File: src/rtl/nco_search_ctrl.sv
// nco_search_ctrl
// Acquisition sequencer for the PSK correlator's NCO. A search walks the NCO
// frequency control word across a grid of n_bins bins spaced f_step apart.
// At each bin it restarts the correlator, waits SETTLE cycles for the NCO
// pipeline, and sums `dwell` energy reports. The bin with the largest sum
// (earliest bin on ties) is kept, and the NCO is parked there. lock is
// flagged when that sum reaches the threshold.
//
// Ports:
//   clk, rst_n          clock, asynchronous active-low reset
//   start, abort        start a search when idle / cancel a running search
//   f_start, f_step     first bin word and bin spacing (sampled on start)
//   n_bins, dwell       bin count and reports per bin, 0 means 1 (sampled on start)
//   threshold           lock threshold (sampled on start)
//   energy, energy_valid correlator energy report stream
//   control_word        NCO frequency word
//   phase_control_word  NCO phase word, always 0
//   corr_clear          one-cycle correlator restart pulse
//   busy, done, locked  status; done pulses once at the end of a search
//   best_word, best_energy  winning bin and its integrated energy
module nco_search_ctrl #(
  parameter int unsigned W      = 12,
  parameter int unsigned EW     = 20,
  parameter int unsigned SW     = 24,
  parameter int unsigned SETTLE = 4
) (
  input  logic          clk,
  input  logic          rst_n,
  input  logic          start,
  input  logic          abort,
  input  logic [W-1:0]  f_start,
  input  logic [W-1:0]  f_step,
  input  logic [7:0]    n_bins,
  input  logic [7:0]    dwell,
  input  logic [SW-1:0] threshold,
  input  logic [EW-1:0] energy,
  input  logic          energy_valid,
  output logic [W-1:0]  control_word,
  output logic [W-1:0]  phase_control_word,
  output logic          corr_clear,
  output logic          busy,
  output logic          done,
  output logic          locked,
  output logic [W-1:0]  best_word,
  output logic [SW-1:0] best_energy
);

  localparam int unsigned CW = (SETTLE > 1) ? $clog2(SETTLE) : 1;

  typedef enum logic [2:0] {
    ST_IDLE,
    ST_TUNE,
    ST_SETTLE,
    ST_DWELL,
    ST_EVAL,
    ST_PARK
  } state_t;

  state_t        state;
  logic [CW-1:0] settle_cnt;
  logic [W-1:0]  step_q;
  logic [W-1:0]  cur_word;
  logic [7:0]    last_bin;
  logic [7:0]    dwell_q;
  logic [7:0]    bin_cnt;
  logic [7:0]    rep_cnt;
  logic [SW-1:0] thr_q;
  logic [SW-1:0] acc;
  logic [SW:0]   acc_sum;

  // One extra bit catches the carry that signals saturation.
  assign acc_sum = {1'b0, acc} + {{(SW + 1 - EW){1'b0}}, energy};

  assign busy               = (state != ST_IDLE);
  assign phase_control_word = '0;

  always_ff @(posedge clk or negedge rst_n) begin
    if (!rst_n) begin
      state        <= ST_IDLE;
      settle_cnt   <= '0;
      step_q       <= '0;
      cur_word     <= '0;
      last_bin     <= '0;
      dwell_q      <= '0;
      bin_cnt      <= '0;
      rep_cnt      <= '0;
      thr_q        <= '0;
      acc          <= '0;
      control_word <= '0;
      corr_clear   <= 1'b0;
      done         <= 1'b0;
      locked       <= 1'b0;
      best_word    <= '0;
      best_energy  <= '0;
    end else begin
      corr_clear <= 1'b0;
      done       <= 1'b0;
      // abort overrides every state action, including EVAL/PARK updates
      if (abort) begin
        state <= ST_IDLE;
      end else begin
        case (state)
          ST_IDLE: begin
            if (start) begin
              step_q      <= f_step;
              cur_word    <= f_start;
              last_bin    <= (n_bins == 8'd0) ? 8'd0 : n_bins - 8'd1;
              dwell_q     <= (dwell == 8'd0) ? 8'd1 : dwell;
              thr_q       <= threshold;
              bin_cnt     <= '0;
              best_energy <= '0;
              best_word   <= f_start;
              locked      <= 1'b0;
              state       <= ST_TUNE;
            end
          end
          ST_TUNE: begin
            control_word <= cur_word;
            corr_clear   <= 1'b1;
            settle_cnt   <= '0;
            state        <= ST_SETTLE;
          end
          ST_SETTLE: begin
            if (settle_cnt == CW'(SETTLE - 1)) begin
              acc     <= '0;
              rep_cnt <= '0;
              state   <= ST_DWELL;
            end else begin
              settle_cnt <= settle_cnt + CW'(1);
            end
          end
          ST_DWELL: begin
            if (energy_valid) begin
              acc     <= acc_sum[SW] ? '1 : acc_sum[SW-1:0];
              rep_cnt <= rep_cnt + 8'd1;
              if (rep_cnt + 8'd1 == dwell_q) state <= ST_EVAL;
            end
          end
          ST_EVAL: begin
            // strict compare keeps the earliest bin on equal energy
            if (acc > best_energy) begin
              best_energy <= acc;
              best_word   <= cur_word;
            end
            if (bin_cnt == last_bin) begin
              state <= ST_PARK;
            end else begin
              cur_word <= cur_word + step_q;
              bin_cnt  <= bin_cnt + 8'd1;
              state    <= ST_TUNE;
            end
          end
          ST_PARK: begin
            control_word <= best_word;
            corr_clear   <= 1'b1;
            locked       <= (best_energy >= thr_q);
            done         <= 1'b1;
            state        <= ST_IDLE;
          end
          default: state <= ST_IDLE;
        endcase
      end
    end
  end

endmodule

File: config.mk
export PLATFORM = sky130hd
export DESIGN_NAME = nco_search_ctrl
export DESIGN_NICKNAME = d
export VERILOG_FILES = /design/src/rtl/nco_search_ctrl.sv
export SDC_FILE = /design/constraint.sdc
export NUM_CORES = 1
export LEC_CHECK = 0
export BUFFER_PORTS_ARGS = -buffer_cell sky130_fd_sc_hd__buf_2
export CAP_MARGIN = 20
export CORE_UTILIZATION = 55
export DETAILED_ROUTE_END_ITERATION = 12
export PLACE_DENSITY_LB_ADDON = 0.08
export SYNTH_ARGS = -nofsm -noshare
export SYNTH_HDL_FRONTEND = slang
export SYNTH_SLANG_ARGS = --single-unit
File: constraint.sdc
create_clock -name clk -period 4.7 [get_ports clk]
set_input_delay 0.47 -clock clk [delete_from_list [all_inputs] [get_ports clk]]
set_output_delay 0.47 -clock clk [all_outputs]
set_load 0.02 [all_outputs]
# [Word level (Yosys, flattened, before mapping)]
# Index checks and enable logic that the tools add are counted.
# Widths: inputs -> output; s select.
[totals] register_bits=160 inputBits=89 output_inout_bits=64
[op_classes] magnitude_cmp=2 n_eq_ne=18 n_mux=36 bitwise=1 n_addsub=6 reduce_logical=18
[op_table] cell="$mux 24" count=5
[op_table] cell="$pmux 24 s2" count=2
[op_table] cell="$pmux 12 s2" count=3
[op_table] cell="$mux 8" count=6
[op_table] cell="$mux 12" count=3
[op_table] cell="$pmux 8 s2" count=2
[op_table] cell="$add 24x20->25" count=1
[op_table] cell="$ge 24x24->1" count=1
[op_table] cell="$gt 24x24->1" count=1
[op_table] cell="$mux 3" count=6
[op_table] cell="$add 8x1->8 const B" count=2
[op_table] cell="$eq 8x8->1" count=2
[op_table] cell="$logic_not 8->1" count=2
[op_table] cell="$reduce_and 4->1" count=4
[op_table] cell="$pmux 3 s5" count=1
[op_table] cell="$add 12x12->12" count=1
[op_table] cell="$ne 2x2->1 const B" count=6
[op_table] cell="$ne 3x3->1 const B" count=4
[op_table] cell="$reduce_bool 2->1" count=5
[op_table] cell="$reduce_and 3->1" count=3
[op_table] cell="$sub 8x1->8 const B" count=1
[op_table] cell="$eq 3x2->1 const B" count=2
[op_table] cell="$eq 3x3->1 const B" count=2
[op_table] cell="$mux 1" count=5
[op_table] cell="11 further kinds" count=11

# [Longest topological paths before layout]
[depth] word_depth=6 mapped_depth=11 depth_no_buf=9

# [Worst setup path after synthesis]
# No wires, ideal clock.
[synth_timing] path_kind="register to register" start="register best_energy[22]" end="register best_energy[21]" setup_ns=0.122 required_time_ns=4.578 path_slack_ns=2.162 stages_incl_launch_ff=11 period_less_slack_ns=2.538 t_arrival_ns=2.416 cell_sequence="dfrtp_1 inv_1 ha_1 nand4_1 or2_4 o32ai_2 nor4_4 a211o_1 buf_6 buf_6 a32o_1"
[synth_via] elab_chain_len=3
[synth_rtl] element="start: declaration" line_no="45" source="output logic [SW-1:0] best_energy"
[synth_rtl] element="start signal: assignment" line_no="94" source="best_energy <= '0;"
[synth_rtl] element="start signal: assignment" line_no="111" source="best_energy <= '0;"
[synth_rtl] element="start signal: assignment" line_no="142" source="best_energy <= acc;"
[synth_rtl] element="$gt 24x24->1" line_no="141" source="if (acc > best_energy) begin"
[synth_rtl] element="$ne 2x2->1 (no line)"
[synth_rtl] element="$reduce_and 4->1 (no line)"
# No other way between the ends.
# A chain may end at the register's enable or synchronous reset.

# [Final worst setup path]
[layout_timing] start="register best_energy[9]" end="register best_energy[5]"
# The elaborated chain is that of the path after synthesis.

==> run metrics <==
power consumption=5.71 mW; Crit path required time=5.07 ns; # DRC=0; mapped cell area=0.00995 mm2; Root Driver=clkbuf_16; wire length per cell=17.3 um; Netlist cell types=71; share of flip-flops with an asynchronous set or reset=100%; first-pass GRT wire length=40400 um; gate count of the mapped netlist=1100; switching power=2.20 mW; I/O Buffers=140; clock-pin slew on the worst setup and hold paths=0.07 ns; Routed WL=25200 um; vias per cell=5.75; Rows=48; worst reg2reg path endpoint=best_energy[5]$_DFFE_PN0P_; ranking of synthesized cells by area=dfrtp_1 (40%), ha_1 (10%), nand2_1 (6.6%); cts hold-fix bufs=0; Crit. End Element=flop; Crit Path Class=reg -> reg; Filler cells=1507; RSZ-0062 raised after global routing=false; nets@finish=1395; EDFF count, synth=0; Post-CTS Setup Repair Bufs=0; ys flop type=dfrtp_1; Slew Limit Fails=0; Worst-Skew Late Latency=0.44 ns; area of the die=0.0186 mm2; warnings from Yosys=0; Setup TNS=0 ns; skew final=0.0138 ns; ant diodes=0; Seq pwr share=35.5%; Final Cycle Share=67.5%; fin crit period=3.17 ns; metal3 WL=1200 um; post-cts sizing count=0; FF-to-FF Start=best_energy[9]$_DFFE_PN0P_; boundary pin count=153; type of the tightest min-delay check=in -> async; area of the multi-input gates=0.00543 mm2; MaxCap Viol Count=0; status=finished clean; Placed Area=0.0108 mm2; H-Tree Depth=4; Hold Slack=0.0364 ns; Mean Syn Cell Area=9.04 um2; routed via count=8387; Final Hold Viols=0; Sw Ratio=38.5%; Internal=3.51 mW; Die Y=136 um; final setup fails=0; Pwr per Cell Area=502 mW/mm2; peak supply drop=0.265 mV; reg2reg path depth=10; antenna violations before repair=0; iteration count of the initial detailed-routing pass=8; CTS Buffer Depth=2; share of post-route cells with drive strength above 1=16.7%; Reg area=0.00400 mm2; total CTS buffers=17; startpoint types=flop; M1 WL=11500 um; Clock power frac=25.7%; combinational power share=38.9%; register bit total from synthesis=160; WL met2=11900 um; r2r setup slk=1.53 ns; ANT nets after route=0; die width=136 um; largest area contributor in the netlist=dfrtp_1; DRT iter0 DRCs=478; uppermost layer routed=met4; post-route cell area=0.0114 mm2; sequential fraction of the synthesis area=40.3%; total track usage=28.3%; gp weighted congestion=0.879; worst slew pin tran=1.07 ns; crit path DAT=3.54 ns; vias in the first global route=7874; final core occ=65.1%; P&R area growth vs syn=14.4%; CTS sink count=160; Crit Path Max Fanout=15; Initial Util=56.9%; Max Clock Freq=315 MHz; grt ovf=0; hpwl dp=18500 um; leakage power=5.48 nW; largest net degree at the start of global routing=67; top cell type's share of synthesized area=40.3%; Max-slew headroom=29.0%; CTS tree=done; core area=0.0175 mm2
[kinds of logic (layout without fill, tap and decap cells)]
group           after synthesis  in the layout  share of synthesized area [%]
simple gates                356            356                           16.1
xor+xnor                     47             47                           4.14
flops                       160            160                           40.3
compound gates              306            306                           20.8
other cells                   1             12                         0.0377
fa+ha+maj                    85             85                           10.8
buf+inv                     124            247                           5.64
mux                          21             21                           2.14
[synth_stat cells (7+ instances only)]
| cell type | number |
|---|---|
| buf_2 | 16 |
| a32o_1 | 24 |
| xor2_1 | 19 |
| xnor2_1 | 28 |
| a31oi_1 | 9 |
| nand2b_1 | 7 |
| nor2_1 | 74 |
| o21ai_1 | 38 |
| a211oi_2 | 12 |
| nor2b_1 | 11 |
| o21a_1 | 10 |
| ha_1 | 83 |
| a21oi_1 | 52 |
| a211oi_1 | 23 |
| inv_1 | 64 |
| nand3_1 | 17 |
| mux2i_1 | 19 |
| buf_4 | 12 |
| nand4_1 | 16 |
| clkbuf_1 | 27 |
| nor3_1 | 20 |
| nand2_1 | 174 |
| dfrtp_1 | 160 |
| a21o_1 | 17 |
| o21ai_0 | 65 |
| o211ai_1 | 8 |
| a22oi_1 | 9 |
| and3_1 | 9 |
[cells in the final DEF (no fill, tap or decap), types with 23 or more instances in the layout]
| master | n |
|---|---|
| o21ai_1 | 38 |
| buf_2 | 139 |
| inv_1 | 64 |
| ha_1 | 83 |
| xnor2_1 | 28 |
| a21oi_1 | 52 |
| dfrtp_1 | 160 |
| o21ai_0 | 65 |
| a211oi_1 | 23 |
| nor2_1 | 74 |
| a32o_1 | 24 |
| nand2_1 | 174 |
[sequential cells by signal, summed over array words and instances (netlist names)]
register / count
corr_clear: 1
best_word: 12
done: 1
dwell_q: 8
acc: 24
locked: 1
state: 3
step_q: 12
control_word: 12
last_bin: 8
best_energy: 24
cur_word: 12
thr_q: 24
rep_cnt: 8
bin_cnt: 8
settle_cnt: 2
[metrics by stage]
step                setup slack [ns]  std cells
global placement                1.54       1426
floorplan                       2.16       1111
finish                          1.53       1459
detailed placement              1.58       1427
global route                    1.33       1459
CTS                             1.56       1459
[critical path: stages (launching register included)]
cell     delay (ns)
dfrtp_1        0.39
inv_1          0.06
ha_1           0.31
a21o_1         0.16
a21o_1         0.17
a21oi_1        0.24
o32ai_2        0.13
nor4_4         0.72
a211o_1        0.42
buf_4          0.32
a32o_1         0.20
[area by class of cell]
type | instances | area share [%]
Tap cell | 225 | 2.48
Clock buffer | 21 | 4.14
Timing Repair Buffer | 151 | 7.01
Clock inverter | 11 | 1.33
Sequential cell | 160 | 35.2
Inverter | 64 | 2.11
Multi-Input combinational cell | 827 | 47.7
[worst max path at each step]
stage / startpoint / end / slack, ns / depth (start not counted)
final: best_energy[9]$_DFFE_PN0P_ / best_energy[5]$_DFFE_PN0P_ / 1.53 / 10
after global routing: best_energy[1]$_DFFE_PN0P_ / best_energy[1]$_DFFE_PN0P_ / 1.33 / 10
after CTS: best_energy[9]$_DFFE_PN0P_ / best_energy[1]$_DFFE_PN0P_ / 1.56 / 10
after detailed placement: best_energy[9]$_DFFE_PN0P_ / best_energy[5]$_DFFE_PN0P_ / 1.58 / 10
after global placement: state[2]$_DFFE_PN0P_ / best_energy[9]$_DFFE_PN0P_ / 1.54 / 5
after floorplan: best_energy[22]$_DFFE_PN0P_ / best_energy[21]$_DFFE_PN0P_ / 2.16 / 10
[metal layers]
| layer | vias up | GRT usage (%) |
|---|---|---|
| met3 | 44 | 5.48 |
| met2 | 209 | 46.5 |
| li1 | 4152 | - |
| met4 | 0 | 9.20 |
| met5 | - | 0 |
| met1 | 3982 | 37.5 |
[power groups by stage]
| stage | Sequential (mW) | Combinational, mW | Clock [mW] |
|---|---|---|---|
| after floorplan | 2.05 | 1.59 | 0 |
| after global placement | 2.04 | 2.16 | 0 |
| after detailed placement | 2.05 | 2.20 | 0 |
| after CTS | 2.03 | 2.22 | 1.48 |
| after global routing | 2.07 | 2.49 | 1.54 |
| final | 2.03 | 2.22 | 1.47 |
(Power assumes the default switching activity.)
